<file path="src/rtl/wino_f23_if.sv">
// wino_f23_if: tile/filter/result handshake bundle for the Winograd F(2,3) stream engine.
interface wino_f23_if #(parameter int DW = 10, parameter int GW = 10, parameter int OW = 10);
    logic            in_valid;
    logic            in_ready;
    logic [4*DW-1:0] in_d;
    logic            flt_load;
    logic [3*GW-1:0] flt_g;
    logic            flt_ready;
    logic            out_valid;
    logic            out_ready;
    logic [2*OW-1:0] out_z;
    logic            busy;
    logic            ovf;
    modport master (
        output in_valid, in_d, flt_load, flt_g, out_ready,
        input  in_ready, flt_ready, out_valid, out_z, busy, ovf
    );
    modport slave (
        input  in_valid, in_d, flt_load, flt_g, out_ready,
        output in_ready, flt_ready, out_valid, out_z, busy, ovf
    );
endinterface

</file>
<file path="src/rtl/wino_f23_stream.sv">
// wino_f23_stream: 3-stage Winograd F(2,3) 1-D conv engine with runtime filter and valid/ready backpressure.
// Define SATURATE_EN to clamp outputs to OW bits and raise the sticky ovf flag; otherwise outputs wrap.
module wino_f23_stream #(
    parameter int DW = 10,
    parameter int GW = 10,
    parameter int OW = 10
) (
    input logic       clk,
    input logic       rst,
    wino_f23_if.slave s
);
    localparam int TW = DW + 1;
    localparam int FW = GW + 2;
    localparam int MW = DW + GW + 3;
    localparam int SW = DW + GW + 5;
    logic signed [DW-1:0] d [4];
    logic signed [GW-1:0] f [3];
    logic signed [TW-1:0] tn [4];
    logic signed [TW-1:0] t [4];
    logic signed [FW-1:0] g [4];
    logic signed [MW-1:0] m [4];
    logic signed [SW-1:0] y0, y1;
    logic [OW-1:0] z0, z1;
    logic ov;
    logic v1, v2, adv;
    assign adv = !s.out_valid | s.out_ready;
    assign s.in_ready = adv;
    assign s.busy = v1 | v2 | s.out_valid;
    assign s.flt_ready = !s.busy & !s.in_valid;
    always_comb begin
        for (int i = 0; i < 4; i++) d[i] = s.in_d[(4-i)*DW-1 -: DW];
        for (int i = 0; i < 3; i++) f[i] = s.flt_g[(3-i)*GW-1 -: GW];
        tn[0] = TW'(d[0]) - TW'(d[2]);
        tn[1] = TW'(d[1]) + TW'(d[2]);
        tn[2] = TW'(d[2]) - TW'(d[1]);
        tn[3] = TW'(d[1]) - TW'(d[3]);
        // both sums are even because the filter transform was scaled by 2
        y0 = (SW'(m[0]) + SW'(m[1]) + SW'(m[2])) >>> 1;
        y1 = (SW'(m[1]) - SW'(m[2]) - SW'(m[3])) >>> 1;
    end
`ifdef SATURATE_EN
    logic o0, o1;
    always_comb begin
        o0 = !(&y0[SW-1:OW-1] | ~|y0[SW-1:OW-1]);
        o1 = !(&y1[SW-1:OW-1] | ~|y1[SW-1:OW-1]);
        z0 = o0 ? {y0[SW-1], {(OW-1){~y0[SW-1]}}} : y0[OW-1:0];
        z1 = o1 ? {y1[SW-1], {(OW-1){~y1[SW-1]}}} : y1[OW-1:0];
        ov = o0 | o1;
    end
`else
    logic unused_bits;
    assign z0 = y0[OW-1:0];
    assign z1 = y1[OW-1:0];
    assign ov = 1'b0;
    assign unused_bits = ^{y0[SW-1:OW], y1[SW-1:OW], ov};
`endif
    always_ff @(posedge clk) begin
        if (rst) begin
            v1 <= 1'b0;
            v2 <= 1'b0;
            s.out_valid <= 1'b0;
            s.out_z <= '0;
            s.ovf <= 1'b0;
            for (int i = 0; i < 4; i++) begin
                t[i] <= '0;
                g[i] <= '0;
                m[i] <= '0;
            end
        end else begin
            if (s.flt_load & s.flt_ready) begin
                g[0] <= FW'(f[0]) + FW'(f[0]);
                g[1] <= FW'(f[0]) + FW'(f[1]) + FW'(f[2]);
                g[2] <= FW'(f[0]) - FW'(f[1]) + FW'(f[2]);
                g[3] <= FW'(f[2]) + FW'(f[2]);
            end
            if (adv) begin
                v1 <= s.in_valid;
                v2 <= v1;
                s.out_valid <= v2;
                for (int i = 0; i < 4; i++) begin
                    t[i] <= tn[i];
                    m[i] <= MW'(t[i]) * MW'(g[i]);
                end
                if (v2) s.out_z <= {z0, z1};
`ifdef SATURATE_EN
                if (v2 & ov) s.ovf <= 1'b1;
`else
                s.ovf <= 1'b0;
`endif
            end
        end
    end
endmodule
</file>
<file path="src/flat_wrapper.sv">
// flat-port wrapper written by rule: the top's interface ports become plain ports
module wino_f23_stream_flat 
#(
    parameter int DW = 10,
    parameter int GW = 10,
    parameter int OW = 10
)
  (clk, rst, s_in_valid, s_in_d, s_flt_load, s_flt_g, s_out_ready, s_in_ready, s_flt_ready, s_out_valid, s_out_z, s_busy, s_ovf);
  wino_f23_if #(.DW(DW), .GW(GW), .OW(OW)) s_i ();
  input logic clk;
  input logic rst;
  input wire logic [$bits(s_i.in_valid)-1:0] s_in_valid;
  input wire logic [$bits(s_i.in_d)-1:0] s_in_d;
  input wire logic [$bits(s_i.flt_load)-1:0] s_flt_load;
  input wire logic [$bits(s_i.flt_g)-1:0] s_flt_g;
  input wire logic [$bits(s_i.out_ready)-1:0] s_out_ready;
  output wire logic [$bits(s_i.in_ready)-1:0] s_in_ready;
  output wire logic [$bits(s_i.flt_ready)-1:0] s_flt_ready;
  output wire logic [$bits(s_i.out_valid)-1:0] s_out_valid;
  output wire logic [$bits(s_i.out_z)-1:0] s_out_z;
  output wire logic [$bits(s_i.busy)-1:0] s_busy;
  output wire logic [$bits(s_i.ovf)-1:0] s_ovf;
  assign s_i.in_valid = s_in_valid;
  assign s_i.in_d = s_in_d;
  assign s_i.flt_load = s_flt_load;
  assign s_i.flt_g = s_flt_g;
  assign s_i.out_ready = s_out_ready;
  assign s_in_ready = s_i.in_ready;
  assign s_flt_ready = s_i.flt_ready;
  assign s_out_valid = s_i.out_valid;
  assign s_out_z = s_i.out_z;
  assign s_busy = s_i.busy;
  assign s_ovf = s_i.ovf;
  wino_f23_stream #(.DW(DW), .GW(GW), .OW(OW)) u_core (.clk(clk), .rst(rst), .s(s_i));
endmodule
</file>
<file path="config.mk">
export PLATFORM = sky130hd
export DESIGN_NAME = wino_f23_stream_flat
export DESIGN_NICKNAME = d
export VERILOG_FILES = /design/src/rtl/wino_f23_if.sv /design/src/rtl/wino_f23_stream.sv /design/src/flat_wrapper.sv
export SDC_FILE = /design/constraint.sdc
export NUM_CORES = 1
export LEC_CHECK = 0
export CORE_ASPECT_RATIO = 1.25
export CORE_MARGIN = 3
export CORE_UTILIZATION = 67
export CTS_CLUSTER_SIZE = 8
export DETAILED_ROUTE_END_ITERATION = 8
export PLACE_DENSITY = 0.92
export RECOVER_POWER = 100
export SYNTH_ARGS = -nofsm -noshare
export SYNTH_HDL_FRONTEND = slang
export SYNTH_SLANG_ARGS = --single-unit
</file>
<file path="constraint.sdc">
create_clock -name clk -period 12.7 [get_ports clk]
set_input_delay 2.54 -clock clk [delete_from_list [all_inputs] [get_ports clk]]
set_output_delay 2.54 -clock clk [all_outputs]
set_load 0.02 [all_outputs]
</file>
==> load_flow_metrics.sql <==
INSERT INTO impl_metrics (metric_group, metric, value, unit) VALUES
('placed_design', 'gp_congestion', '0.971', ''),
('critical_path', 'r2r_cells', '17', ''),
('timing', 'finalSetupTns', '0', 'ns'),
('die', 'design.die.area', '25600', 'sq um'),
('critical_path', 'type_of_the_setup_path_with_the_least_slack', 'in2reg', ''),
('cts', 'clock_path_buffers', '2', ''),
('timing', 'fmaxAchievable', '133', 'MHz'),
('die', 'floorplan.initialDensity', '68.6', '%'),
('yosys', 'syn_area', '15900', 'sq um'),
('timing', 'final.min_clock_period', '7.51', 'ns'),
('drt', 'post_detailed_route_wirelength_per_cell', '18.9', 'microns'),
('outcome', 'violations', 'capacitance limit, slew limit', ''),
('global_route', 'overflow', '0', ''),
('pwr', 'cellLeakagePower', '8.62', 'nW'),
('timing', 'maxSlewViolCount', '198', ''),
('timing', 'skew', '0.00773', 'ns'),
('worst_hold_path', 'holdCritPathClass', 'reg2reg', ''),
('timing', 'final_min_period_over_clock_period', '59.1', '%'),
('cells_and_area', 'n_antenna_cell', '0', ''),
('global_route', 'track_usage', '31.8', '%'),
('cells_and_area', 'filler_cell_count', '1504', ''),
('critical_path', 'path_delay_family', 'simple AND/OR/NAND/NOR gates', ''),
('yosys', 'synth.area.top_cells', 'edfxtp_1 23%, fa_1 19%, ha_1 16%', ''),
('global_route', 'antenna_found_initial', '1', ''),
('pwr', 'vdd_ir_drop_max', '0.0965', 'mV'),
('yosys', 'synthCells', '1673', ''),
('critical_path', 'timing.rr.end', 'u_core.m[1][9]$_SDFFCE_PN0P_', ''),
('worst_hold_path', 'hold_start', 'u_core.s.out_z[6]$_SDFFE_PP0P_', ''),
('critical_path', 'path_common_cell', 'clkbuf_1', ''),
('timing', 'tightest_slew', '3.42', 'ns'),
('drt', 'wl', '38900', 'microns'),
('cts', 'clk_transition_reported_paths', '0.07', 'ns'),
('pwr', 'power_switching', '919', 'uW'),
('pwr', 'clock_power_share', '22.4', '%'),
('cells_and_area', 'stdcell_count', '2062', ''),
('placed_design', 'post-dp-hpwl', '31000', 'microns'),
('cts', 'numCtsBuffers', '17', ''),
('timing', 'worst_slew_slack_as_a_fraction_of_its_limit', '-129', '%'),
('global_route', 'via_count_of_the_first_global_routing_pass', '12600', ''),
('outcome', 'outcome', 'finished, violations left', ''),
('pwr', 'power', '2.30', 'mW'),
('yosys', 'synth_flop_cell', 'edfxtp_1', ''),
('yosys', 'ys.warnings.count', '0', ''),
('yosys', 'synth_cell_type_count', '58', ''),
('drt', 'route.vias.total', '11900', ''),
('drt', 'residual_antenna_violating_net_count_after_detailed_routing', '0', ''),
('global_route', 'grt_max_degree', '83', ''),
('critical_path', 'timing.rr.start', 'u_core.g[2][0]$_SDFFCE_PN0P_', ''),
('cts', 'cts_max_level', '4', ''),
('cts', 'cts_hold_repair.buffers', '0', ''),
('cells_and_area', 'syn_to_final_growth', '11.2', '%'),
('critical_path', 'critical_path.cell_chain', 'dlygate4sd3_1 -> clkbuf_1 -> inv_1 -> clkbuf_1 -> nand2_1', ''),
('critical_path', 'worstPathMaxFanout', '82', ''),
('yosys', 'yosys_register_bits', '146', ''),
('critical_path', 'critical_path.slowest_cell', 'nand2_1', ''),
('yosys', 'most_frequently_used_cell_type_in_the_post_synthesis_netlist', 'inv_1', ''),
('cells_and_area', 'multi_input_area', '10400', 'sq um'),
('run', 'timing.max_cap.violations', '4', ''),
('drt', 'drt_pre_antenna_iters', '5', ''),
('cts', 'post_cts_resize_count', '0', ''),
('yosys', 'syn_avg_cell_area', '9.51', 'sq um'),
('global_route', 'wire_length_of_the_first_global_routing_pass', '62400', 'microns'),
('placed_design', 'dpl.cell_count', '2030', ''),
('timing', 'rsz0062_at_grt', 'no', ''),
('critical_path', 'crit_path_end_kind', 'flop', ''),
('critical_path', 'timing.critical_path.slowest_cell_delay', '2.26', 'ns'),
('cts', 'clock-root-buffer', 'clkbuf_16', ''),
('die', 'floorplan.rows', '62', ''),
('drt', 'drt_iter0_drc', '1021', ''),
('die', 'core-area', '23200', 'sq um'),
('cts', 'worstSkewPairLatency', '0.44', 'ns');
[how the worst max path moves through the flow]
stage                     start                            end  slack [ns]  depth (start not counted)
floorplan           s_out_ready                     s_in_ready        6.79                          5
global placement    s_out_ready                     s_in_ready        5.51                          4
detailed placement  s_out_ready                     s_in_ready        5.50                          4
CTS                 s_out_ready                     s_in_ready        5.49                          4
global route                rst  u_core.t[0][31]$_SDFFCE_PN0P_        4.60                          5
finish                      rst  u_core.t[0][25]$_SDFFCE_PN0P_        5.19                          5
[layer usage]
layer  wire length [microns]  global-route usage [%]
met5                      16                       0
met4                    2640                    19.0
met3                    2570                    4.77
met2                   19400                    54.8
met1                   14300                    37.3
[flip-flops by register name, summed over array words and instances, names as in the netlist]
name / flops
u_core.t: 41
u_core.v1: 1
u_core.g: 41
u_core.v2: 1
u_core.m: 41
u_core.s.out_valid: 1
u_core.s.out_z: 20
[cell usage in the layout, fill, tap and decap left out, drive strengths merged, types with 2 or more instances in the layout]
cell,Yosys,routed
or3,6,6
nor3,23,23
dlygate4sd3,0,27
nand3,10,10
a21boi,5,5
nand4,6,6
xor2,30,30
a211o,3,3
fa,150,150
a2111oi,3,3
o21ai,35,35
a211oi,2,2
ha,207,207
o21a,8,8
nor2b,25,25
and3,23,23
a31oi,9,9
a21o,28,28
conb,2,3
nor3b,2,2
clkinvlp,0,4
clkdlybuf4s50,0,71
nand2b,11,11
o31ai,4,4
nor2,96,96
edfxtp,123,123
nand2,162,162
and2,127,127
a21oi,66,66
clkbuf,25,23
clkinv,0,4
dfxtp,23,23
bufinv,0,2
o21bai,6,6
mux2i,7,7
xnor2,102,102
or4,3,3
inv,316,320
a311o,2,2
[through the flow]
step	cell area [sq um]	setup WS, ns	hold slack [ns]
after floorplan	15900	6.79	0.440
after CTS	17700	5.49	0.455
after global placement	17100	5.51	0.438
after detailed placement	17100	5.50	0.447
after global routing	17700	4.60	0.474
final	17700	5.19	0.449
[cells by family (layout without fill, tap and decap cells)]
| group | count (synthesis) | count (layout) | share of synthesized area (%) |
|---|---|---|---|
| simple gates | 500 | 500 | 15.6 |
| fa+ha+maj | 357 | 357 | 35.1 |
| buf+inv | 351 | 451 | 8.51 |
| compound gates | 178 | 178 | 6.93 |
| flops | 146 | 146 | 26.1 |
| xor+xnor | 132 | 132 | 7.27 |
| mux | 7 | 7 | 0.440 |
| other cells | 2 | 3 | 0.0472 |
[power groups by stage]
stage / logic [mW] / registers [mW] / clock network, mW
floorplan: 0.785 / 0.668 / 0
global route: 1.22 / 0.695 / 0.531
finish: 1.10 / 0.687 / 0.515
global placement: 1.02 / 0.687 / 0
detailed placement: 1.08 / 0.693 / 0
CTS: 1.10 / 0.684 / 0.514
[layout make-up]
type / count / share of cell area [%]
sequential: 146 / 23.5
tap: 288 / 2.04
clock buffer: 18 / 2.43
clock inverter: 14 / 0.877
timing repair buffer: 103 / 5.65
inverter: 316 / 6.70
multi-input combinational: 1177 / 58.8
[worst min-delay path, cell delays in order, from the launching register on]
cell	delay [ns]
dfxtp_1	0.31
nand2_1	0.05
a21oi_1	0.05
Note: power is estimated with default switching activity, not from simulation.
